**src/rtl/data_mem_ctrl_if.sv**
```systemverilog
// Bus between data_cache/data memory (master side) and data_mem_ctrl (slave side).
// Carries the miss request, the victim description, the fill return and the memory port.
interface data_mem_ctrl_if #(
  parameter int XLEN = 32
);
  logic            req_valid;
  logic            req_we;
  logic [XLEN-1:0] req_addr;
  logic [XLEN-1:0] req_wdata;
  logic [3:0]      req_be;
  logic            victim_dirty;
  logic [XLEN-1:0] victim_addr;
  logic [XLEN-1:0] victim_data;
  logic            stall;
  logic            fill_valid;
  logic [XLEN-1:0] fill_data;
  logic [XLEN-1:0] mem_addr;
  logic [XLEN-1:0] mem_wdata;
  logic [3:0]      mem_be;
  logic            mem_we;
  logic            mem_re;
  logic [XLEN-1:0] mem_rdata;

  // Cache and memory side: raises misses, supplies read data, sees stall/fill/strobes
  modport master (
    output req_valid, req_we, req_addr, req_wdata, req_be,
    output victim_dirty, victim_addr, victim_data, mem_rdata,
    input  stall, fill_valid, fill_data,
    input  mem_addr, mem_wdata, mem_be, mem_we, mem_re
  );

  // Controller side
  modport slave (
    input  req_valid, req_we, req_addr, req_wdata, req_be,
    input  victim_dirty, victim_addr, victim_data, mem_rdata,
    output stall, fill_valid, fill_data,
    output mem_addr, mem_wdata, mem_be, mem_we, mem_re
  );
endinterface

```
**src/rtl/data_mem_ctrl.sv**
```systemverilog
// data_mem_ctrl: miss/refill controller between data_cache and a fixed-latency data memory.
// Load miss: optional writeback of the dirty victim, then a word fetch returned as fill data.
// Store miss: forwarded straight to memory (write-no-allocate).
// Optional feature macro WB_BUFFER_EN: one-entry writeback buffer so a dirty load miss
// fetches first and the victim drains later; loads hitting the buffered victim are served
// from the buffer. Without the macro the writeback is done serially before the fill.
module data_mem_ctrl #(
  parameter int XLEN        = 32,
  parameter int MEM_LATENCY = 2
) (
  input  logic            clk,
  input  logic            rst,
  data_mem_ctrl_if.slave  bus
);

  localparam int              CNT_W     = (MEM_LATENCY > 1) ? $clog2(MEM_LATENCY) : 1;
  localparam logic [CNT_W-1:0] CNT_LAST = CNT_W'(MEM_LATENCY - 1);
  localparam logic [XLEN-1:0] WORD_MASK = {{(XLEN-2){1'b1}}, 2'b00};

`ifdef WB_BUFFER_EN
  typedef enum logic [2:0] {IDLE, WB, FILL, WRITE, DONE, DRAIN} state_e;
`else
  typedef enum logic [2:0] {IDLE, WB, FILL, WRITE, DONE} state_e;
`endif

  state_e           state_q, state_d;
  logic [CNT_W-1:0] cnt_q, cnt_d;
  logic             load_q, load_d;
  logic [XLEN-1:0]  addr_q, addr_d;
  logic [XLEN-1:0]  wdata_q, wdata_d;
  logic [3:0]       be_q, be_d;
  logic [XLEN-1:0]  fill_data_q, fill_data_d;
`ifdef WB_BUFFER_EN
  logic             wb_valid_q, wb_valid_d;
  logic [XLEN-1:0]  wb_addr_q, wb_addr_d;
  logic [XLEN-1:0]  wb_data_q, wb_data_d;
`else
  logic [XLEN-1:0]  vaddr_q, vaddr_d;
  logic [XLEN-1:0]  vdata_q, vdata_d;
`endif
  logic             cnt_last;

  // State, strobe counter and latched request/victim; reset drops any op in flight
  always_ff @(posedge clk or negedge rst) begin
    if (!rst) begin
      state_q     <= IDLE;
      cnt_q       <= '0;
      load_q      <= 1'b0;
      addr_q      <= '0;
      wdata_q     <= '0;
      be_q        <= '0;
      fill_data_q <= '0;
`ifdef WB_BUFFER_EN
      wb_valid_q  <= 1'b0;
      wb_addr_q   <= '0;
      wb_data_q   <= '0;
`else
      vaddr_q     <= '0;
      vdata_q     <= '0;
`endif
    end else begin
      state_q     <= state_d;
      cnt_q       <= cnt_d;
      load_q      <= load_d;
      addr_q      <= addr_d;
      wdata_q     <= wdata_d;
      be_q        <= be_d;
      fill_data_q <= fill_data_d;
`ifdef WB_BUFFER_EN
      wb_valid_q  <= wb_valid_d;
      wb_addr_q   <= wb_addr_d;
      wb_data_q   <= wb_data_d;
`else
      vaddr_q     <= vaddr_d;
      vdata_q     <= vdata_d;
`endif
    end
  end

  // Next-state, memory strobes and handshake outputs; strobes decode from state only
  always_comb begin
    state_d        = state_q;
    cnt_d          = cnt_q;
    load_d         = load_q;
    addr_d         = addr_q;
    wdata_d        = wdata_q;
    be_d           = be_q;
    fill_data_d    = fill_data_q;
`ifdef WB_BUFFER_EN
    wb_valid_d     = wb_valid_q;
    wb_addr_d      = wb_addr_q;
    wb_data_d      = wb_data_q;
`else
    vaddr_d        = vaddr_q;
    vdata_d        = vdata_q;
`endif
    cnt_last       = (cnt_q == CNT_LAST);
    bus.mem_re     = 1'b0;
    bus.mem_we     = 1'b0;
    bus.mem_addr   = '0;
    bus.mem_wdata  = '0;
    bus.mem_be     = 4'h0;
    bus.fill_valid = 1'b0;
    bus.fill_data  = fill_data_q;
    bus.stall      = rst && bus.req_valid && (state_q != DONE);

    case (state_q)
      IDLE: begin
        cnt_d = '0;
`ifdef WB_BUFFER_EN
        if (wb_valid_q) begin
          if (bus.req_valid && !bus.req_we &&
              (bus.req_addr[XLEN-1:2] == wb_addr_q[XLEN-1:2])) begin
            fill_data_d = wb_data_q;
            load_d      = 1'b1;
            state_d     = DONE;
          end else begin
            state_d = DRAIN;
          end
        end else
`endif
        if (bus.req_valid) begin
          addr_d  = bus.req_addr & WORD_MASK;
          wdata_d = bus.req_wdata;
          be_d    = bus.req_be;
          load_d  = !bus.req_we;
          if (bus.req_we) begin
            state_d = WRITE;
          end else if (bus.victim_dirty) begin
`ifdef WB_BUFFER_EN
            wb_valid_d = 1'b1;
            wb_addr_d  = bus.victim_addr & WORD_MASK;
            wb_data_d  = bus.victim_data;
            state_d    = FILL;
`else
            vaddr_d = bus.victim_addr & WORD_MASK;
            vdata_d = bus.victim_data;
            state_d = WB;
`endif
          end else begin
            state_d = FILL;
          end
        end
      end
`ifndef WB_BUFFER_EN
      WB: begin
        bus.mem_we    = 1'b1;
        bus.mem_addr  = vaddr_q;
        bus.mem_wdata = vdata_q;
        bus.mem_be    = 4'hF;
        cnt_d         = cnt_last ? '0 : cnt_q + CNT_W'(1);
        if (cnt_last) state_d = FILL;
      end
`endif
      FILL: begin
        bus.mem_re   = 1'b1;
        bus.mem_addr = addr_q;
        cnt_d        = cnt_last ? '0 : cnt_q + CNT_W'(1);
        if (cnt_last) begin
          fill_data_d = bus.mem_rdata;
          state_d     = DONE;
        end
      end
      WRITE: begin
        bus.mem_we    = 1'b1;
        bus.mem_addr  = addr_q;
        bus.mem_wdata = wdata_q;
        bus.mem_be    = be_q;
        cnt_d         = cnt_last ? '0 : cnt_q + CNT_W'(1);
        if (cnt_last) state_d = DONE;
      end
      DONE: begin
        bus.fill_valid = load_q;
        state_d        = IDLE;
      end
`ifdef WB_BUFFER_EN
      DRAIN: begin
        bus.mem_we    = 1'b1;
        bus.mem_addr  = wb_addr_q;
        bus.mem_wdata = wb_data_q;
        bus.mem_be    = 4'hF;
        cnt_d         = cnt_last ? '0 : cnt_q + CNT_W'(1);
        if (cnt_last) begin
          wb_valid_d = 1'b0;
          state_d    = IDLE;
        end
      end
`endif
      default: begin
        state_d = IDLE;
        cnt_d   = '0;
      end
    endcase
  end

endmodule
```
**src/flat_wrapper.sv**
```systemverilog
// flat-port wrapper written by rule: the top's interface ports become plain ports
module data_mem_ctrl_flat 
#(
  parameter int XLEN        = 32,
  parameter int MEM_LATENCY = 2
)
  (clk, rst, bus_req_valid, bus_req_we, bus_req_addr, bus_req_wdata, bus_req_be, bus_victim_dirty, bus_victim_addr, bus_victim_data, bus_mem_rdata, bus_stall, bus_fill_valid, bus_fill_data, bus_mem_addr, bus_mem_wdata, bus_mem_be, bus_mem_we, bus_mem_re);
  data_mem_ctrl_if #(.XLEN(XLEN)) bus_i ();
  input  logic clk;
  input  logic rst;
  input wire logic [$bits(bus_i.req_valid)-1:0] bus_req_valid;
  input wire logic [$bits(bus_i.req_we)-1:0] bus_req_we;
  input wire logic [$bits(bus_i.req_addr)-1:0] bus_req_addr;
  input wire logic [$bits(bus_i.req_wdata)-1:0] bus_req_wdata;
  input wire logic [$bits(bus_i.req_be)-1:0] bus_req_be;
  input wire logic [$bits(bus_i.victim_dirty)-1:0] bus_victim_dirty;
  input wire logic [$bits(bus_i.victim_addr)-1:0] bus_victim_addr;
  input wire logic [$bits(bus_i.victim_data)-1:0] bus_victim_data;
  input wire logic [$bits(bus_i.mem_rdata)-1:0] bus_mem_rdata;
  output wire logic [$bits(bus_i.stall)-1:0] bus_stall;
  output wire logic [$bits(bus_i.fill_valid)-1:0] bus_fill_valid;
  output wire logic [$bits(bus_i.fill_data)-1:0] bus_fill_data;
  output wire logic [$bits(bus_i.mem_addr)-1:0] bus_mem_addr;
  output wire logic [$bits(bus_i.mem_wdata)-1:0] bus_mem_wdata;
  output wire logic [$bits(bus_i.mem_be)-1:0] bus_mem_be;
  output wire logic [$bits(bus_i.mem_we)-1:0] bus_mem_we;
  output wire logic [$bits(bus_i.mem_re)-1:0] bus_mem_re;
  assign bus_i.req_valid = bus_req_valid;
  assign bus_i.req_we = bus_req_we;
  assign bus_i.req_addr = bus_req_addr;
  assign bus_i.req_wdata = bus_req_wdata;
  assign bus_i.req_be = bus_req_be;
  assign bus_i.victim_dirty = bus_victim_dirty;
  assign bus_i.victim_addr = bus_victim_addr;
  assign bus_i.victim_data = bus_victim_data;
  assign bus_i.mem_rdata = bus_mem_rdata;
  assign bus_stall = bus_i.stall;
  assign bus_fill_valid = bus_i.fill_valid;
  assign bus_fill_data = bus_i.fill_data;
  assign bus_mem_addr = bus_i.mem_addr;
  assign bus_mem_wdata = bus_i.mem_wdata;
  assign bus_mem_be = bus_i.mem_be;
  assign bus_mem_we = bus_i.mem_we;
  assign bus_mem_re = bus_i.mem_re;
  data_mem_ctrl #(.XLEN(XLEN), .MEM_LATENCY(MEM_LATENCY)) u_core (.clk(clk), .rst(rst), .bus(bus_i));
endmodule
```
**config.mk**
```make
export PLATFORM = sky130hd
export DESIGN_NAME = data_mem_ctrl_flat
export DESIGN_NICKNAME = d
export VERILOG_FILES = /design/src/rtl/data_mem_ctrl_if.sv /design/src/rtl/data_mem_ctrl.sv /design/src/flat_wrapper.sv
export SDC_FILE = /design/constraint.sdc
export NUM_CORES = 1
export LEC_CHECK = 0
export CORE_ASPECT_RATIO = 1.1
export CORE_UTILIZATION = 46
export CTS_BUF_LIST = sky130_fd_sc_hd__clkbuf_8
export DETAILED_ROUTE_END_ITERATION = 7
export GPL_ROUTABILITY_DRIVEN = 0
export HOLD_SLACK_MARGIN = 0.15
export PLACE_DENSITY = 0.89
export SYNTH_ARGS = -nofsm -noshare
export SYNTH_HDL_FRONTEND = slang
export SYNTH_SLANG_ARGS = --single-unit
```
**constraint.sdc**
```tcl
create_clock -name clk -period 4.2 [get_ports clk]
set_input_delay 0.84 -clock clk [delete_from_list [all_inputs] [get_ports clk]]
set_output_delay 0.84 -clock clk [all_outputs]
set_load 0.02 [all_outputs]
```
==> qor.yml <==
synth:
  synth_area_leaders: "dfrtp_1 (59%), mux2_2 (15%), mux2_1 (9.6%)"
  netlist.area_leader.share_pct: 58.7
  async_flop_share_pct: 100
  synth-edff-count: 0
  synth_cells: 493
  syn_area_per_cell_sq_um: 14.3
  yosysUniqueCellTypes: 28
  ys_ff_latch: 165
  ys.flop_type: "dfrtp_1"
  yosysSeqAreaShare_pct: 58.7
  yosys.area.top_type: "dfrtp_1"
  synth_commonest_cells: "dfrtp_1 (165), mux2_2 (96), mux2_1 (60)"
  yosysWarnings: 0
  netlist_area_sq_um: 7030
  yosysMostFrequentCell: "dfrtp_1"
routing:
  viasPerCell: 5.20
  drc: 0
  finalWirelength_microns: 17600
  wl_per_cell_microns: 18.3
  postRouteAntennaNets: 0
  vias: 5000
  dr.pass1.iters: 6
  drt_iter0_markers: 211
sta:
  period_share_pct: 79.1
  rsz0062_at_grt: "no"
  tightestPinTransition_ns: 0.977
  tns_ns: 0
  setup_slack_ns: 0.876
  fin_hold_ws_ns: 0.487
  fin_crit_ns: 3.32
  slew_headroom_pct: 34.9
  maxSlewViolCount: 0
  setup_viol: 0
  hold_violations: 0
  finClkSkew_ns: 0.00626
  fmax_ghz: 0.301
finish:
  fillers: 1047
  drive_above_1_share_pct: 19.0
  stdcell_count: 961
  fin_nets: 921
  antenna_cells: 0
  syn_to_final_growth_pct: 46.0
setup_path:
  r2r-start: "u_core.state_q[0]"
  ff2ff_setup_slack_ns: 2.00
  critPathKind: "reg -> out"
  reg2reg_to: "u_core.wdata_q[27]"
  crit_fanout: 36
  cp_data_arrival_time_ns: 2.48
  crit_required_ns: 3.36
  ff2ff_path_depth: 3
  cp-start-kind: "flip-flop"
  cp-end-kind: "output port"
cts:
  cts_hold_buf: 0
  clockBufferDepth: 2
  cts_tree: "done"
  cts.sinks: 165
  post_cts_buffers: 0
  insertion_delay_ns: 0.44
  numCtsBuffers: 17
  path_clk_slew_ns: 0.08
  htreeDepth: 4
  cts.repair.resized: 0
  clock-root-buffer: "clkbuf_8"
placement:
  dp_cells: 929
  hpwl_microns: 12300
  dp_worst_setup_slack_ns: 1.18
  numPortBuffers: 266
power_and_ir_drop:
  combPwrFrac_pct: 47.9
  vdd_drop_max_mv: 0.426
  p_int_mw: 4.96
  power.share.clock_pct: 15.1
  p_seq_share_pct: 37.1
  p_sw_mw: 2.73
  power_mw: 7.68
  switching_share_pct: 35.5
  p_leak_nw: 4.32
  power_density_nw_per_um2: 749
floorplan:
  ios: 273
  die-area_sq_um: 15800
  rows: 47
  coreArea_sq_um: 15000
  die_h_microns: 132
  initial_core_util_pct: 46.9
  die_w_microns: 120
min_path:
  min_path_type: "reg -> reg"
  hp-start: "u_core.vdata_q[5]"
  whs_endpoint: "u_core.vdata_q[5]"
  hold_depth: 1
run_status:
  status: "completed"
grt:
  grt_usage_pct: 23.4
  grt_antenna_before_repair: 0
  grt_pass1_vias: 5597
  grt_overflow: 0
  grt_first_pass_wirelength_microns: 28400
  grt_max_degree: 166
job:
  maxCapViolCount: 0
-- state kept, by name (all words and copies together) (netlist names) --
| signal | count |
|---|---|
| u_core.addr_q | 30 |
| u_core.vaddr_q | 30 |
| u_core.state_q | 3 |
| u_core.cnt_last | 1 |
| u_core.bus.fill_data | 32 |
| u_core.be_q | 4 |
| u_core.load_q | 1 |
| u_core.wdata_q | 32 |
| u_core.vdata_q | 32 |
-- power by group through the flow --
stage	sequential [mW]	clock, mW	combinational [mW]
after global placement	2.79	0	3.59
final	2.85	1.16	3.68
after CTS	2.84	1.19	3.72
after global routing	2.94	1.26	3.92
after floorplan	2.91	0	2.09
after detailed placement	2.87	0	3.71
-- worst max-delay path by stage --
stage	slack (ns)	startpoint	end	depth (start not counted)
2_1_floorplan	1.88	u_core.state_q[1]	bus_mem_wdata[26]	5
3_3_place_gp	1.16	bus_req_valid	bus_stall	4
3_5_place_dp	1.18	bus_req_valid	bus_stall	4
4_1_cts	0.82	u_core.state_q[1]	bus_mem_wdata[0]	4
5_1_grt	0.73	u_core.state_q[1]	bus_mem_wdata[0]	4
6_report	0.88	u_core.state_q[1]	bus_mem_wdata[0]	4
-- placed cells by master (no fill, tap or decap) --
master             n
a21oi_1            6
a221oi_1           1
a22o_1            30
and2_1             1
and3_1             1
and3b_2            1
buf_12             2
buf_4              7
buf_6              1
bufinv_16          2
clkbuf_8          21
clkdlybuf4s50_1  265
clkinv_2           3
clkinv_4           2
clkinvlp_4         3
conb_1             2
dfrtp_1          164
dfrtp_2            1
inv_1              6
inv_6              1
mux2_1            60
mux2_2            96
mux2i_1           33
nand2_1            6
nand2b_1           2
nand2b_2           1
nand3_1            1
nand3b_1           1
nor2_1            34
nor2_2             1
nor2b_2            1
nor3b_4            1
nor4b_4            1
o21ai_0            6
or3_1              1
-- through the flow --
| stage | instance area (sq um) | utilization (%) |
|---|---|---|
| final | 10300 | 68.4 |
| after global routing | 10300 | 68.4 |
| after CTS | 10300 | 68.4 |
| after detailed placement | 9850 | 65.7 |
| after global placement | 9850 | 65.7 |
| after floorplan | 7030 | - |
-- per-layer routing --
layer / global-route usage (%) / part of all wire (%) / up-vias
met5: 0 / 0 / -
met4: 11.4 / 3.3 / 0
met3: 7.25 / 7.1 / 43
met2: 40.7 / 52 / 187
met1: 25.6 / 37 / 2512
li1: - / - / 2258
-- cell type report --
cell class	instances	area, sq um	share of cell area [%]
clock buffers	21	289	2.82
clock inverters	11	124	1.21
inverters	6	22.5	0.219
multi-input cells	287	2700	26.3
flip-flops and latches	165	4130	40.2
well taps	196	245	2.39
repair buffers	275	2760	26.9
-- critical path, cell delays in order, from the launching register on --
cell and delay (ns):
dfrtp_2 0.47, buf_4 0.54, mux2i_1 0.21, nor2_1 0.16, clkdlybuf4s50_1 0.64
-- cell families (layout without fill, tap and decap cells) --
| family | Yosys count | after routing | share of synthesized area (%) |
|---|---|---|---|
| mux | 189 | 189 | 29.7 |
| flops | 165 | 165 | 58.7 |
| simple gates | 53 | 53 | 3.51 |
| compound gates | 43 | 43 | 4.72 |
| buf+inv | 42 | 313 | 3.29 |
| other cells | 1 | 2 | 0.0533 |
(Power assumes the default switching activity.)
